### src/rtl/alu_pkg.sv
// Shared types for the handshaked ALU: operation codes, result flags and FSM states.
package alu_pkg;

    typedef enum logic [2:0] {
        OP_ADD = 3'd0,
        OP_SUB = 3'd1,
        OP_SHL = 3'd2,
        OP_SHR = 3'd3,
        OP_AND = 3'd4,
        OP_OR  = 3'd5,
        OP_XOR = 3'd6,
        OP_MUL = 3'd7
    } alu_op_e;

    typedef struct packed {
        logic zero;
        logic carry;
        logic ovf;
        logic err;
    } alu_flags_t;

    typedef enum logic {
        ST_IDLE = 1'b0,
        ST_MUL  = 1'b1
    } alu_state_e;

    localparam int unsigned FLAG_BITS = $bits(alu_flags_t);

endpackage

### src/rtl/alu_mul_seq.sv
// Iterative shift-add multiplier: one partial product per cycle, low WIDTH bits of A*B.
module alu_mul_seq #(
    parameter int WIDTH = 8
) (
    input  logic             clk,
    input  logic             rst_n,
    input  logic             start_i,
    input  logic             active_i,
    input  logic [WIDTH-1:0] a_i,
    input  logic [WIDTH-1:0] b_i,
    output logic             done_o,
    output logic [WIDTH-1:0] product_o
);

    localparam int CNT_W = $clog2(WIDTH) + 1;

    logic [WIDTH-1:0] mcand_q, mcand_d;
    logic [WIDTH-1:0] mplier_q, mplier_d;
    logic [WIDTH-1:0] acc_q, acc_d;
    logic [CNT_W-1:0] count_q, count_d;
    logic [WIDTH-1:0] acc_step;

    // The product of the final step is forwarded combinationally so the result
    // register can load on the same edge the last step would have been stored.
    assign acc_step  = acc_q + (mplier_q[0] ? mcand_q : '0);
    assign product_o = acc_step;
    assign done_o    = active_i && (count_q == CNT_W'(WIDTH - 1));

    // NOTE: every combinational output gets a default first so no latch is inferred.
    always_comb begin
        mcand_d  = mcand_q;
        mplier_d = mplier_q;
        acc_d    = acc_q;
        count_d  = count_q;
        if (start_i) begin
            mcand_d  = a_i;
            mplier_d = b_i;
            acc_d    = '0;
            count_d  = '0;
        end else if (active_i) begin
            mcand_d  = mcand_q << 1;
            mplier_d = mplier_q >> 1;
            acc_d    = acc_step;
            count_d  = count_q + 1'b1;
        end
    end

    always_ff @(posedge clk or negedge rst_n) begin
        if (!rst_n) begin
            mcand_q  <= '0;
            mplier_q <= '0;
            acc_q    <= '0;
            count_q  <= '0;
        end else begin
            mcand_q  <= mcand_d;
            mplier_q <= mplier_d;
            acc_q    <= acc_d;
            count_q  <= count_d;
        end
    end

endmodule

### src/rtl/flop.sv
// Generic enabled register with asynchronous active-low reset to zero.
module flop #(
    parameter int Bits = 1
) (
    input  logic            clk,
    input  logic            rst_n,
    input  logic            en,
    input  logic [Bits-1:0] d,
    output logic [Bits-1:0] q
);

    // NOTE: sequential state uses non-blocking assignments so every flop samples pre-edge values.
    always_ff @(posedge clk or negedge rst_n) begin
        if (!rst_n) begin
            q <= '0;
        end else if (en) begin
            q <= d;
        end
    end

endmodule

### src/rtl/alu_pipe.sv
// Handshaked registered integer ALU with iterative multiply, illegal-op reporting
// and a sticky overflow flag; sits between issue and writeback.
module alu_pipe
    import alu_pkg::*;
#(
    parameter int WIDTH  = 8,
    parameter bit MUL_EN = 1'b1
) (
    input  logic             clk,
    input  logic             reset,
    input  logic             in_valid,
    output logic             in_ready,
    input  logic [2:0]       in_op,
    input  logic [WIDTH-1:0] in_a,
    input  logic [WIDTH-1:0] in_b,
    output logic             out_valid,
    input  logic             out_ready,
    output logic [WIDTH-1:0] out_res,
    output logic             out_zero,
    output logic             out_carry,
    output logic             out_ovf,
    output logic             out_err,
    output logic             ovf_sticky,
    input  logic             clr_sticky
);

    localparam int RES_BITS = WIDTH + FLAG_BITS;

    typedef struct packed {
        alu_op_e          op;
        logic [WIDTH-1:0] a;
        logic [WIDTH-1:0] b;
    } alu_req_t;

    alu_req_t         req;
    alu_state_e       state_q, state_d;
    logic             out_valid_q, out_valid_d;
    logic             sticky_q, sticky_d;
    logic             accept, take, is_mul, mul_start, mul_done, res_load;
    logic [WIDTH-1:0] mul_product, alu_res;
    logic [WIDTH:0]   sum_ext, diff_ext;
    logic             shift_oob;
    alu_flags_t       alu_flags, mul_flags, out_flags;
    logic [RES_BITS-1:0] res_d, res_q;

    assign req = '{op: alu_op_e'(in_op), a: in_a, b: in_b};

    assign in_ready  = (state_q == ST_IDLE) && (!out_valid_q || out_ready);
    assign accept    = in_valid && in_ready;
    assign take      = out_valid_q && out_ready;
    assign is_mul    = (req.op == OP_MUL) && MUL_EN;
    assign mul_start = accept && is_mul;
    assign res_load  = (accept && !is_mul) || mul_done;

    assign sum_ext   = {1'b0, req.a} + {1'b0, req.b};
    assign diff_ext  = {1'b0, req.a} - {1'b0, req.b};
    assign shift_oob = req.b >= WIDTH'(WIDTH);

    always_comb begin
        alu_res   = '0;
        alu_flags = '0;
        unique case (req.op)
            OP_ADD: begin
                alu_res         = sum_ext[WIDTH-1:0];
                alu_flags.carry = sum_ext[WIDTH];
                alu_flags.ovf   = (req.a[WIDTH-1] == req.b[WIDTH-1]) &&
                                  (alu_res[WIDTH-1] != req.a[WIDTH-1]);
            end
            OP_SUB: begin
                alu_res         = diff_ext[WIDTH-1:0];
                alu_flags.carry = diff_ext[WIDTH];
                alu_flags.ovf   = (req.a[WIDTH-1] != req.b[WIDTH-1]) &&
                                  (alu_res[WIDTH-1] != req.a[WIDTH-1]);
            end
            OP_SHL: alu_res = shift_oob ? '0 : (req.a << req.b);
            OP_SHR: alu_res = shift_oob ? '0 : (req.a >> req.b);
            OP_AND: alu_res = req.a & req.b;
            OP_OR:  alu_res = req.a | req.b;
            OP_XOR: alu_res = req.a ^ req.b;
            // Only reaches the result register when the multiplier is not built.
            OP_MUL: alu_flags.err = 1'b1;
            default: alu_flags.err = 1'b1;
        endcase
        alu_flags.zero = !alu_flags.err && (alu_res == '0);
    end

    always_comb begin
        mul_flags      = '0;
        mul_flags.zero = (mul_product == '0);
    end

    alu_mul_seq #(.WIDTH(WIDTH)) u_mul (
        .clk       (clk),
        .rst_n     (reset),
        .start_i   (mul_start),
        .active_i  (state_q == ST_MUL),
        .a_i       (req.a),
        .b_i       (req.b),
        .done_o    (mul_done),
        .product_o (mul_product)
    );

    // Acceptance of a MUL needs a free output slot, so a completing MUL never collides.
    assign res_d = mul_done ? {mul_flags, mul_product} : {alu_flags, alu_res};

    flop #(.Bits(RES_BITS)) u_res_reg (
        .clk   (clk),
        .rst_n (reset),
        .en    (res_load),
        .d     (res_d),
        .q     (res_q)
    );

    assign out_flags = alu_flags_t'(res_q[RES_BITS-1:WIDTH]);
    assign out_res   = res_q[WIDTH-1:0];
    assign out_zero  = out_flags.zero;
    assign out_carry = out_flags.carry;
    assign out_ovf   = out_flags.ovf;
    assign out_err   = out_flags.err;
    assign out_valid  = out_valid_q;
    assign ovf_sticky = sticky_q;

    always_comb begin
        state_d     = state_q;
        out_valid_d = out_valid_q;
        sticky_d    = sticky_q;
        unique case (state_q)
            ST_IDLE: if (mul_start) state_d = ST_MUL;
            ST_MUL:  if (mul_done)  state_d = ST_IDLE;
            default: state_d = ST_IDLE;
        endcase
        if (take)     out_valid_d = 1'b0;
        if (res_load) out_valid_d = 1'b1;
        // A take of an overflowing result beats a simultaneous clear.
        if (clr_sticky)      sticky_d = 1'b0;
        if (take && out_ovf) sticky_d = 1'b1;
    end

    always_ff @(posedge clk or negedge reset) begin
        if (!reset) begin
            state_q     <= ST_IDLE;
            out_valid_q <= 1'b0;
            sticky_q    <= 1'b0;
        end else begin
            state_q     <= state_d;
            out_valid_q <= out_valid_d;
            sticky_q    <= sticky_d;
        end
    end

endmodule

### config.mk
export PLATFORM = sky130hd
export DESIGN_NAME = alu_pipe
export DESIGN_NICKNAME = d
export VERILOG_FILES = /design/src/rtl/alu_pkg.sv /design/src/rtl/alu_mul_seq.sv /design/src/rtl/flop.sv /design/src/rtl/alu_pipe.sv
export SDC_FILE = /design/constraint.sdc
export NUM_CORES = 1
export LEC_CHECK = 0
export CORE_AREA = 2 2 86 88
export DETAILED_ROUTE_END_ITERATION = 10
export DIE_AREA = 0 0 88 90
export PLACE_DENSITY = 0.8
export SLEW_MARGIN = 5
export SYNTH_ARGS = -nofsm -noshare
export SYNTH_HDL_FRONTEND = slang
export SYNTH_SLANG_ARGS = --single-unit
### constraint.sdc
create_clock -name clk -period 3.05 [get_ports clk]
set_input_delay 0.4575 -clock clk [delete_from_list [all_inputs] [get_ports clk]]
set_output_delay 0.4575 -clock clk [all_outputs]
set_load 0.05 [all_outputs]
==> impl_metrics.tcl, run 1 <==
set metrics [dict create \
    crit_path_start "in_b[1]" \
    syn_nets 525 \
    fin_setup_tns_ns 0 \
    top_layer_used "met4" \
    ys_top_cells_by_count "nand2_1, dfrtp_1, nor2_1" \
    synth_top_area_share 0.269 \
    ctsHoldBuffers 0 \
    core_mm2 0.00702 \
    fmax_ghz 0.341 \
    wl_met2_mm 5.77 \
    start_kind "input port" \
    clockBufferDepth 2 \
    fin_nets 609 \
    cts_sinks 43 \
    clock_skew_ns 0.0117 \
    synth.avg_cell_area_um2 8.66 \
    gr-total-overflow 0 \
    yosysTopAreaCell "dfrtp_1" \
    grt_max_degree 44 \
    cts_tree "yes" \
    die_x_um 88 \
    worst_setup_path_end_kind "flop" \
    start_util 0.570 \
    tightest_slew_ns 0.928 \
    cap_violations 0 \
    path_clk_slew_ns 0.09 \
    antenna_found_initial 0 \
    drt_iter0_drc 237 \
    yosysMostFrequentCell "nand2_1" \
    hpwl_mm 9.24 \
    n_antenna_cell 0 \
    cts_max_level 2 \
    met1_length_mm 5.01 \
    dp.cells 638 \
    pre_cts_ws_ns -0.326 \
    fin_crit_ns 2.93 \
    route.detailed.drc 0 \
    synth_ff_type "dfrtp_1" \
    area_delta_synth_final_pct 25.6 \
    async_flop_share 1.00 \
    first_pass_iters 4 \
    vdd_ir_drop_max_mv 0.313 \
    placed_area_mm2 0.00487 \
    cts_buffers 5 \
    io_pins 39 \
    fp.dieH_um 90 \
    die_area_mm2 0.00792 \
    ys_seq_area_frac 0.269 \
    slew_headroom 0.381 \
    root_buffer "clkbuf_8" \
    rsz0062_at_grt "no" \
    yosysWarnings 0 \
    slew_viol_final 0 \
    synth_top_cells_by_area "dfrtp_1, ha_1, mux2i_1, nand2_1, nor2_1" \
    grt_pass1_wl_mm 19.8 \
    placement.io_buffers 38 \
    timing.final.setup_violations 0 \
    final_area_mm2 0.00503 \
    worstPathRequired_ns 3.25 \
    powerDensity_mw_per_mm2 607 \
    fin_ws_ns 0.121 \
    ant_nets 0 \
    met3RoutedLength_um 739 \
    instances_no_fill 646 \
    syn_area_mm2 0.00400 \
    hold_viol_final 0 \
    gp_congestion 1.03 \
    period_share 0.960 \
    routed_wl_mm 12.0 \
    p_leak_nw 2.35 \
    grt_pass1_vias 3960 \
    rows 31 \
    status "finished clean" \
    crit_fanout 15 \
    synth_cell_types 71 \
    ys_ff_latch 43 \
    crit_arrival_ns 3.13 \
    num_vias 3963 \
    drive_above_1_share 0.188 \
    synthesis.instances 462 \
    hold_path_class "input port to asynchronous set/reset pin" \
    viasPerCell 6.13 \
    reg2reg_from "u_mul.mplier_q[0]" \
    worstSetupPathType "input port to flop" \
    synth-edff-count 0 \
    clock_latency_ns 0.30 \
    wl_per_cell_um 18.6 \
    grt.total_usage 0.319 \
]
==> routing by layer <==
layer / vias up / track usage
li1: 1849 / -
met1: 1892 / 0.434
met2: 185 / 0.515
met3: 37 / 0.0230
met5: - / 0
met4: 0 / 0.140
==> logic make-up after synthesis <==
group           share of synthesized area
compound gates                      0.228
mux                                0.0938
fa+ha+maj                           0.128
xor+xnor                           0.0263
buf+inv                            0.0619
simple gates                        0.194
flops                               0.269
==> state kept, by name, indices dropped and copies added, names as in the netlist <==
signal and count:
out_valid 1, ovf_sticky 1, state_q 1, u_mul.acc_q 8, u_mul.count_q 4, u_mul.mcand_q 8
u_mul.mplier_q 8, u_res_reg.q 12
==> worst paths after layout <==
kind | end | slack (ns) | cells past startpoint
worst max-delay path | u_res_reg.q[7] | 0.12 | 10
worst min-delay path | u_mul.count_q[2] | 0.29 | 1
worst max register to register | u_res_reg.q[11] | 0.25 | 8
worst min register to register | u_res_reg.q[8] | 0.51 | 1
max in group asynchronous | u_res_reg.q[11] | 2.18 | 1
min in group clk | u_res_reg.q[8] | 0.51 | 1
==> final cells by class <==
type	instances	area (µm²)
Clock inverter	2	35.0
Timing Repair Buffer	104	871
Fill cell	540	1990
Sequential cell	43	1080
Tap cell	99	124
Clock buffer	6	82.6
Inverter	32	120
Multi-Input combinational cell	360	2720
==> where the power goes <==
group	switching (mW)	total, mW	internal, mW
clock network	0.202	0.467	0.265
logic	0.970	1.63	0.659
registers	0.162	0.953	0.791
total	1.33	3.05	1.72
==> worst max-delay path, stage by stage <==
cell             delay, ns
clkdlybuf4s50_1       0.43
buf_4                 0.22
ha_1                  0.21
a21o_1                0.18
a31o_1                0.25
a41oi_2               0.22
mux2i_1               0.23
nor3_1                0.07
or4b_4                0.56
a221o_1               0.30
==> through the flow <==
| step | hold slack, ns | total power, mW | utilization |
|---|---|---|---|
| floorplan | 0.162 | 2.01 | - |
| global placement | 0.470 | 2.50 | 0.693 |
| detailed placement | 0.474 | 2.56 | 0.693 |
| CTS | 0.324 | 3.03 | 0.711 |
| global route | 0.364 | 3.24 | 0.716 |
| finish | 0.293 | 3.05 | 0.716 |
==> cell usage in the layout (no fill, tap or decap), types with 10 or more instances in the layout <==
cell,instances
inv_1,29
nand2_1,47
ha_1,34
nor2_1,42
clkdlybuf4s50_1,37
a221o_1,10
a21oi_1,25
and2_1,11
mux2i_1,18
nor3_1,11
dfrtp_1,43
buf_4,66
o21ai_0,23
==> what timing repair did <==
action,4_1_cts,5_1_grt
pin swaps,0,5
setup endpoints to repair,1,3
setup buffers,0,0
resized for setup,1,6
No activity file was read; power rests on OpenSTA's default activity.
==> inputs of run 2 (changes only) <==
CORE_AREA = 3 3 87 89   (was 2 2 86 88)
DIE_AREA = 0 0 90 92   (was 0 0 88 90)
SETUP_SLACK_MARGIN = 0.05   (was unset)
==> impl_metrics.tcl, run 2 (synthesized netlist as in run 1, its figures left out) <==
set metrics [dict create \
    die_x_um 90 \
    rsz0062_at_grt "yes" \
    switchingPower_mw 1.32 \
    core_mm2 0.00683 \
    critical_path.max_stage_delay_ns 0.51 \
    path_cells "clkdlybuf4s50_1, inv_1, ha_1, fa_1, nor3_2, a211o_1, a222oi_1, a32o_1, nor3_1, buf_4, nand4_1, o31ai_2" \
    seqPwrFrac 0.324 \
    hpwl_mm 9.59 \
    route.detailed.drc 0 \
    grt.total_usage 0.300 \
    ant_nets 0 \
    powerDensity_mw_per_mm2 588 \
    path_clk_slew_ns 0.08 \
    timing.final.setup_violations 0 \
    p_leak_nw 2.33 \
    fp.dieH_um 92 \
    cts_sinks 43 \
    wl_per_cell_um 19.1 \
    pre_cts_ws_ns -0.315 \
    area_delta_synth_final_pct 25.1 \
    worst_setup_path_end_kind "flop" \
    viasPerCell 6.15 \
    critPathSlowestCell "clkdlybuf4s50_1" \
    tightest_slew_ns 0.935 \
    fin_crit_ns 2.92 \
    die_area_mm2 0.00828 \
    largest-register "u_res_reg.q" \
    root_buffer "clkbuf_8" \
    fin_nets 608 \
    hold_path_class "input port to asynchronous set/reset pin" \
    instances_no_fill 642 \
    crit_arrival_ns 3.13 \
    antenna_found_initial 0 \
    grt_pass1_wl_mm 19.8 \
    clockBufferDepth 2 \
    most-common-layout-cells "buf_4, nand2_1, dfrtp_1, nor2_1, clkdlybuf4s50_1" \
    n_antenna_cell 0 \
    fin_setup_tns_ns 0 \
    worstSetupPathType "input port to flop" \
    status "finished clean" \
    grt_pass1_vias 3890 \
    worstPathRequired_ns 3.26 \
    ff2ff_path_depth 9 \
    routed_wl_mm 12.3 \
    start_util 0.586 \
    combPwrFrac 0.557 \
    drt_iter0_drc 215 \
    internal-power_mw 1.62 \
    fin_ws_ns 0.131 \
    final_common_cell "buf_4" \
    clock_skew_ns 0.00440 \
    period_share 0.957 \
    num_vias 3949 \
    largest_reg_flops 12 \
    cts_buffers 5 \
    crit_fanout 3 \
    io_pins 39 \
    slew_viol_final 0 \
    first_pass_iters 5 \
    cts_tree "yes" \
    cap_violations 0 \
    swShare 0.450 \
    rows 30 \
    gp_congestion 0.962 \
    placement.io_buffers 38 \
    dp.cells 634 \
    gr-total-overflow 0 \
    drive_above_1_share 0.181 \
    start_kind "input port" \
    cts_max_level 2 \
    power_frac_clock 0.120 \
    vdd_ir_drop_max_mv 0.263 \
    grt_max_degree 44 \
    hold_viol_final 0 \
    slew_headroom 0.376 \
    fmax_ghz 0.343 \
    clock_latency_ns 0.29 \
]
## run 2: timing repair
item                                    4_1_cts  5_1_grt
resized for setup                             1        6
hold buffers                                  0        0
cloned                                        0        0
buffers inserted                              0        0
hold endpoints to repair                      0        0
pin swaps                                     0        2
endpoints found under the setup margin        1        3
## run 2: layout make-up
type | count | area (µm²)
multi-input combinational | 360 | 2720
tap | 96 | 120
fill | 526 | 1830
inverter | 32 | 120
timing repair buffer | 103 | 888
clock inverter | 2 | 12.5
sequential | 43 | 1080
clock buffer | 6 | 72.6
## run 2: layer usage
layer	up-vias	share of wire	GRT usage
met5	-	0	0
met4	0	0.036	0.117
met3	33	0.065	0.0435
met2	169	0.51	0.542
met1	1885	0.39	0.360
li1	1862	-	-
## run 2: path summary, 6_finish.rpt
kind	slack [ns]	startpoint	to
worst min register to register	0.51	u_res_reg.q[0]	u_res_reg.q[0]
worst max register to register	0.21	u_mul.mplier_q[0]	u_res_reg.q[11]
worst min-delay path	0.30	reset	u_mul.count_q[3]
max in group asynchronous	2.17	reset	u_res_reg.q[10]
worst max-delay path	0.13	in_a[0]	u_res_reg.q[11]
min in group clk	0.51	u_res_reg.q[0]	u_res_reg.q[0]
## run 2: worst max-delay path: cells and delay by family
family | cells | cell delay [ns]
buffers and inverters | 3 | 0.74
adders and majority gates | 2 | 0.66
and+or+nand+nor | 3 | 0.49
AOI/OAI and AO/OA | 4 | 0.77
## run 2: through the flow
stage                     total power [mW]  utilization  area (µm²)  hold slack, ns
final                                 2.94        0.733        5000           0.297
after global routing                  3.13        0.733        5000           0.357
after CTS                             2.93        0.728        4970           0.324
after detailed placement              2.57        0.715        4880           0.489
after global placement                2.50        0.715        4880           0.471
after floorplan                       2.01            -        4000           0.162
## run 2: power by group through the flow
| stage | logic (mW) | clock network (mW) | registers, mW |
|---|---|---|---|
| after floorplan | 0.839 | 0 | 1.17 |
| after global placement | 1.56 | 0 | 0.941 |
| after detailed placement | 1.61 | 0 | 0.960 |
| after CTS | 1.62 | 0.358 | 0.948 |
| after global routing | 1.77 | 0.387 | 0.979 |
| final | 1.64 | 0.353 | 0.952 |
